$ cat src/rtl/icache_ctrl.sv
// icache_ctrl: direct-mapped instruction cache, one 32-bit word per set,
//   sitting between the fetch stage and the memory arbiter.
// Latency: hits are returned combinationally in the same cycle. A miss costs
//   one launch cycle plus the memory fill cycles, and the refetch hits on the
//   cycle after the FSM returns to Idle.
// Backpressure: while a fill is outstanding, iwait stalls the FSM in Update.
//   Fetch sees ihit=0 until the fill lands.
//
// Ports:
//   CLK, RST              clock (rising edge), asynchronous active-high reset
//   halt, flush           core halted (no hits, no new misses); flush pulse
//                         that invalidates all sets
//   imemREN, imemaddr     fetch read request and byte address
//                         (tag | index | offset)
//   ihit, imemload        hit indication and instruction word (0 on miss)
//   iREN, iaddr           memory read request and word-aligned address
//   iwait, iload          memory busy, and read data valid when iREN & !iwait
//   hit_count, miss_count only present when ICACHE_STATS_EN is defined
//
// Build option: define ICACHE_STATS_EN to add the saturating hit and miss
// counters.

package cache_types_pkg;
  typedef enum logic {
    IDLE   = 1'b0,
    UPDATE = 1'b1
  } state_t;
endpackage

module icache_ctrl
  import cache_types_pkg::*;
#(
  parameter int IDX_W = 4,
  parameter int TAG_W = 26
) (
  input  logic        CLK,
  input  logic        RST,
  input  logic        halt,
  input  logic        flush,
  input  logic        imemREN,
  input  logic [31:0] imemaddr,
  output logic        ihit,
  output logic [31:0] imemload,
  output logic        iREN,
  output logic [31:0] iaddr,
  input  logic        iwait,
  input  logic [31:0] iload
`ifdef ICACHE_STATS_EN
  ,
  output logic [31:0] hit_count,
  output logic [31:0] miss_count
`endif
);

  localparam int SETS = 1 << IDX_W;

  // Fetch address layout.
  typedef struct packed {
    logic [TAG_W-1:0] tag;
    logic [IDX_W-1:0] idx;
    logic [1:0]       offset;
  } icache_t;

  // Per-set tag entry.
  typedef struct packed {
    logic             v;
    logic [TAG_W-1:0] tag;
  } tag_t;

  state_t      state;
  icache_t     req;
  icache_t     miss_q;
  tag_t        tags [SETS];
  logic [31:0] data [SETS];
  tag_t        ent;
  logic        hit;
  logic        miss_go;
  logic        fill_done;

  // Fetch is word-aligned, so the byte offset does not take part in the lookup.
  logic        unused_offset;

  assign req           = icache_t'(imemaddr);
  assign unused_offset = ^req.offset;
  assign ent           = tags[req.idx];

  // Lookup is blocked while a fill is outstanding. It is also blocked on a
  // flush cycle, so the fetch stage never consumes a word that is about to be
  // invalidated.
  assign hit = imemREN & ~halt & ~flush & (state == IDLE) &
               ent.v & (ent.tag == req.tag);

  assign ihit     = hit;
  assign imemload = hit ? data[req.idx] : 32'h0;

  assign miss_go   = (state == IDLE) & imemREN & ~halt & ~hit & ~flush;
  assign fill_done = (state == UPDATE) & ~iwait;

  // Miss FSM. iREN and iaddr are registered, so the memory side sees a clean
  // request starting on the cycle after the miss is detected. iaddr holds its
  // last value once the FSM is back in Idle.
  always_ff @(posedge CLK or posedge RST) begin
    if (RST) begin
      state  <= IDLE;
      miss_q <= '0;
      iREN   <= 1'b0;
      iaddr  <= 32'h0;
    end else begin
      case (state)
        IDLE: begin
          if (miss_go) begin
            miss_q.tag    <= req.tag;
            miss_q.idx    <= req.idx;
            miss_q.offset <= 2'b00;
            iREN          <= 1'b1;
            iaddr         <= {req.tag, req.idx, 2'b00};
            state         <= UPDATE;
          end
        end
        UPDATE: begin
          // The memory transaction cannot be aborted. halt, flush and any
          // change of the fetch address are ignored until the data returns.
          if (!iwait) begin
            iREN  <= 1'b0;
            state <= IDLE;
          end
        end
        default: begin
          iREN  <= 1'b0;
          state <= IDLE;
        end
      endcase
    end
  end

  // Tag and valid array. A flush is written after the fill, so a flush that
  // lands on the fill-completion edge also clears the freshly filled entry.
  always_ff @(posedge CLK or posedge RST) begin
    if (RST) begin
      for (int i = 0; i < SETS; i++) begin
        tags[i] <= '0;
      end
    end else begin
      if (fill_done) begin
        tags[miss_q.idx].v   <= 1'b1;
        tags[miss_q.idx].tag <= miss_q.tag;
      end
      if (flush) begin
        for (int i = 0; i < SETS; i++) begin
          tags[i].v <= 1'b0;
        end
      end
    end
  end

  // The data array needs no reset. A word is only read when its valid bit is
  // set, and RST forces the FSM out of Update, which suppresses fill_done.
  always_ff @(posedge CLK) begin
    if (fill_done) begin
      data[miss_q.idx] <= iload;
    end
  end

`ifdef ICACHE_STATS_EN
  // Saturating event counters. flush clears them; it can never coincide with
  // a counted event, because a flush cycle blocks both hits and miss launch.
  always_ff @(posedge CLK or posedge RST) begin
    if (RST) begin
      hit_count  <= 32'h0;
      miss_count <= 32'h0;
    end else if (flush) begin
      hit_count  <= 32'h0;
      miss_count <= 32'h0;
    end else begin
      if (hit && hit_count != 32'hFFFF_FFFF) begin
        hit_count <= hit_count + 32'd1;
      end
      if (miss_go && miss_count != 32'hFFFF_FFFF) begin
        miss_count <= miss_count + 32'd1;
      end
    end
  end
`endif

endmodule

$ cat config.mk
export PLATFORM = sky130hd
export DESIGN_NAME = icache_ctrl
export DESIGN_NICKNAME = d
export VERILOG_FILES = /design/src/rtl/icache_ctrl.sv
export SDC_FILE = /design/constraint.sdc
export NUM_CORES = 2
export LEC_CHECK = 0
export CAP_MARGIN = 20
export CORE_MARGIN = 1
export CORE_UTILIZATION = 25
export DETAILED_ROUTE_END_ITERATION = 6
export HOLD_SLACK_MARGIN = 0.1
export SLEW_MARGIN = 20
export SYNTH_ARGS = -nofsm -noshare
export SYNTH_HDL_FRONTEND = slang
export SYNTH_SLANG_ARGS = --single-unit
$ cat constraint.sdc
create_clock -name CLK -period 32 [get_ports CLK]
set_input_delay 8 -clock CLK [delete_from_list [all_inputs] [get_ports CLK]]
set_output_delay 8 -clock CLK [all_outputs]
set_load 0.01 [all_outputs]
# Word-level counts from Yosys, hierarchy flattened
# Memories as Yosys holds them, arrays and structs flattened.
# Index checks and enable logic that the tools add are counted.
[totals]
reg_bits = 494
ramBits = 512
out_inout_bits = 66
wordCells = 100
mem_count = 1
[mem_list]
columns = ["memory", "depth", "width", "read_ports", "rd_clocked_by_memory_dff", "write_ports", "line", "source"]
rows = [
  ["data", 16, 32, 1, 0, 1, "74", "logic [31:0] data [SETS];"],
]
[classes]
magnitude_cmp = 3
eq_ne = 3
n_mux = 35
bitwise_logic = 17
n_reduce_logical = 4
[ops]
columns = ["operator", "count"]
rows = [
  ["$bwmux W432", 2],
  ["$mux W432", 1],
  ["$demux W27 S4", 2],
  ["$bmux W27 S4", 1],
  ["$mux W27", 3],
  ["$mux W32", 1],
  ["$eq A26 B26 Y1", 1],
  ["$mux W26", 1],
  ["$mux W1", 22],
  ["$and A1 B1 Y1", 10],
  ["$ge A5 B5 Y1 const B", 2],
  ["$not A4 Y5", 2],
  ["$lt A5 B1 Y1 const B", 1],
  ["$not A1 Y1", 5],
  ["$ne A2 B2 Y1 const B", 2],
  ["$pmux W1 S2", 2],
  ["$reduce_and A2 Y1", 2],
  ["$reduce_bool A2 Y1", 1],
  ["$logic_and A1 B1 Y1", 1],
]

# Depth between registers and ports, before layout
[depth]
word_depth = 11
depth_mapped = 16
depth_no_buf = 8

# Least setup slack after synthesis
# No wires, ideal clock.
[synth_timing]
path_type = "input -> output"
startpoint = "input imemaddr[4]"
endpoint = "output imemload[10]"
arrival_time_ns = 10.941
required_time_ns = 24.000
setup_slack_ns = 13.059
path_stages = 13
path_buffers = 6
cell_sequence = "buf_6 > buf_6 > buf_2 > buf_2 > buf_2 > mux2i_1 > a2bb2oi_1 > a311oi_1 > a31oi_1 > or4bb_1 > or4_4 > buf_6 > nor2b_2"
[synth_via]
elab_chain_len = 7
word_cells_on_any_way = 9
cone_classes = "eq/ne: 1; mux: 4; bitwise: 3; memory: 1"
[synth_lines]
columns = ["element", "line", "source"]
rows = [
  ["start: declaration", "41", "input logic [31:0] imemaddr,"],
  ["$not A4 Y5 (implied by the code)", "85", "assign ent = tags[req.idx];"],
  ["$bmux W27 S4", "85", ""],
  ["$mux W27 (implied by the code) (2 in series)", "85", ""],
  ["$eq A26 B26 Y1 / $and A1 B1 Y1 (equally long branches)", "91, 90", ""],
  ["$and A1 B1 Y1", "91", "ent.v & (ent.tag == req.tag);"],
  ["$mux W32 (*)", "94", "assign imemload = hit ? data[req.idx] : 32'h0;"],
  ["end: declaration", "43", "output logic [31:0] imemload,"],
]
# Mark *: on every way between the ends. The rest lies on a longest branch, timed or not. The select of a mux whose other input is x is not followed.

# Worst setup path in the final report
[layout_timing]
startpoint = "input imemaddr[2]"
endpoint = "output imemload[0]"
# The elaborated chain is that of the path after synthesis.

==> impl_metrics.yaml <==
logic_synthesis:
  synth_area_per_cell_um2: 14.6
  ys.flop_type: "edfxtp_1"
  yosys_warnings: 0
  synth-seq-cells: 976
  synth_edf_count: 512
  ys_types: 67
  async_flop_share: 0.475
  synth_top_area_frac: 0.367
  synth_area_leaders: "edfxtp_1 (37%), dfrtp_1 (28%), mux4_2 (14%)"
  ys_seq_area_frac: 0.645
  synth_cells: 2868
  synth.largest_area_cell: "edfxtp_1"
  netlist_area_mm2: 0.0419
cts:
  insertion_delay_ps: 700
  clock_path_buffers: 3
  ctsHoldBuffers: 0
  cts_resized: 0
  root_buffer: "clkbuf_16"
  clkTransAtPathRegs_ps: 60
  cts-htree-levels: 3
  cts_buffers: 93
  tritoncts: "built"
  post-cts-setup-buffers: 0
  cts_sinks: 976
hold_path:
  holdCritPathClass: "reg2reg"
  whs_path_depth: 2
  min-delay-start: "tags[182]$_DFFE_PP0P_"
  hold_path_end: "tags[182]$_DFFE_PP0P_"
place:
  placedInstanceArea_mm2: 0.0454
  dp_hpwl_um: 64100
  port_buffers: 131
  gp_congestion: 0.825
grt:
  grt_pass1_wl_um: 175000
  antenna_found_initial: 7
  grt_max_degree: 166
  grt_pass1_vias: 25200
  track_usage: 0.140
  overflow: 0
final_layout:
  final_net_count: 3002
  fillers: 16500
  drive_gt1_frac: 0.224
  final_design_area_no_fill_mm2: 0.0486
  syn_to_final_growth_pct: 16.0
  fin_util: 0.293
  num_antenna_cells: 0
timing:
  fin_skew_ps: 30.6
  tns_ps: 0
  finalMaxSlewViolations: 0
  tightest_slew_ps: 1110
  final-setup-viol-count: 0
  relSlewSlack: 0.259
  hold_viol: 0
  period_minus_slack_ps: 21450
  fin_crit_sh: 0.670
  clock.fmax_mhz: 46.6
  rsz0062_at_grt: "false"
critical_path:
  slowest_stage: "mux4_2"
  critPathLaunch: "imemaddr[2]"
  cpPeakStageDelay_ps: 690
  r2r_start: "tags[410]$_DFFE_PP0P_"
  r2r_end: "miss_q[28]$_DFFE_PP0P_"
  cp_max_fo: 78
  critPathBufInv: 4
  cp.required_ps: 24000
  critical_path.top_delay_family: "buffers and inverters"
  crit_chain: "buf_8 > buf_4 > mux4_2 > a221oi_1 > a21oi_1 > nor4_2 > o2bb2ai_2 > or4b_1 > or4_4 > buf_4 > and2b_1 > clkdlybuf4s50_1"
  reg2reg_depth: 10
  r2r_setup_slack_ps: 27700
  cp_common_cell: "buf_4"
  crit_path_start_kind: "input port"
  crit_arrival_ps: 13450
  critical_path_class: "in2out"
  cp-end-kind: "output port"
die:
  io_pins: 136
  die_y_um: 411
  num_rows: 149
  die_area_mm2: 0.169
  start_util: 0.253
  die_x_um: 411
  fp.coreArea_mm2: 0.166
detailed_routing:
  drc_errors: 0
  wirelength_um: 119000
  ant_nets: 0
  via_per_inst: 4.76
  firstDrtPassIters: 6
  dr.first_iter.drc_count: 2568
  routedWlPerCell_um: 22.9
  vias: 24800
status:
  status: "completed"
pwr:
  leakage_uw: 0.0192
  vdd_ir_drop_max_uv: 41.1
  power_density_mw_per_mm2: 61.9
run:
  cap_violations: 0
## stage by stage
stage | instances | hold slack, ps | worst slack [ps] | total power, uW
3_3_place_gp | 5025 | 453 | 10570 | 1880
2_1_floorplan | 2869 | 437 | 11060 | 1760
6_report | 5199 | 467 | 10550 | 3000
3_5_place_dp | 5025 | 455 | 10540 | 1890
4_1_cts | 5198 | 470 | 10540 | 3030
5_1_grt | 5199 | 487 | 10280 | 3120
## worst max-delay path by stage
stage,end,slack [ps],cells past startpoint
6_report,imemload[0],10550,12
5_1_grt,imemload[0],10280,12
4_1_cts,imemload[0],10540,12
3_5_place_dp,imemload[0],10540,12
3_3_place_gp,imemload[5],10570,12
2_1_floorplan,iREN$_DFFE_PP0P_,11060,1
## cells by family (layout without fill, tap and decap cells)
logic type | Yosys count | in the layout | synth area share
buffers and inverters | 247 | 388 | 0.0277
other | 1 | 2 | 0.0000896
flip-flops | 976 | 976 | 0.645
multiplexers | 477 | 477 | 0.198
AND/OR/NAND/NOR | 1047 | 1047 | 0.108
AO/OA/AOI/OAI | 88 | 88 | 0.0146
XOR/XNOR | 32 | 32 | 0.00669
## power breakdown
| part | switching, uW | leakage (uW) | internal, uW |
|---|---|---|---|
| Combinational | 174 | 0.00675 | 161 |
| Sequential | 95.2 | 0.0109 | 1430 |
| Clock | 502 | 0.00154 | 638 |
| Total | 771 | 0.0192 | 2230 |
## synth_stat cells (10+ instances only)
| library cell | count |
|---|---|
| nand2_1 | 868 |
| edfxtp_1 | 512 |
| dfrtp_1 | 464 |
| mux4_2 | 258 |
| mux2_2 | 160 |
| clkbuf_1 | 122 |
| mux2i_1 | 52 |
| buf_1 | 47 |
| nand4_1 | 32 |
| o211ai_1 | 32 |
| and2_1 | 30 |
| nor2_1 | 27 |
| xnor2_1 | 21 |
| buf_2 | 20 |
| inv_1 | 19 |
| nor2b_4 | 19 |
| a21oi_1 | 15 |
| buf_6 | 14 |
| o21ai_0 | 11 |
| xor2_1 | 11 |
| clkinv_1 | 10 |
| nor2b_2 | 10 |
## cells in the final DEF, fill, tap and decap left out, types with 26 or more instances in the layout
master and count:
buf_4 50, nor2_1 26, o211ai_1 32, mux2i_1 52, clkinv_2 28, clkdlybuf4s50_1 128, edfxtp_1 512, mux2_2 160
nand2_1 868, clkbuf_16 94, and2_1 30, dfrtp_1 464, mux4_2 258, nand4_1 32
## area by class of cell
class | instances | area (um2) | share of cell area
inverter | 31 | 140 | 0.00289
multi-input combinational | 1646 | 13800 | 0.284
clock buffer | 122 | 2580 | 0.0531
clock inverter | 51 | 569 | 0.0117
timing repair buffer | 184 | 1760 | 0.0362
sequential | 976 | 27000 | 0.556
tap | 2189 | 2740 | 0.0564
## flip-flops by register name (all words and copies together) (netlist names)
| signal | flops |
|---|---|
| miss_q | 29 |
| data | 512 |
| state | 1 |
| iREN | 1 |
| tags | 432 |
| iaddr | 1 |
## worst min-delay path: stages (launching register included)
cell and delay [ps]:
dfrtp_1 330, nand2_1 50, nand2_1 50
## layer usage
metal  up-vias  wire length [um]  global-route usage
li1      10500                 -                   -
met3       189              7740              0.0266
met4         2              2800              0.0330
met2       903             54000               0.218
met5         -                13                   0
met1     13200             54300               0.200
(Power assumes the default switching activity.)
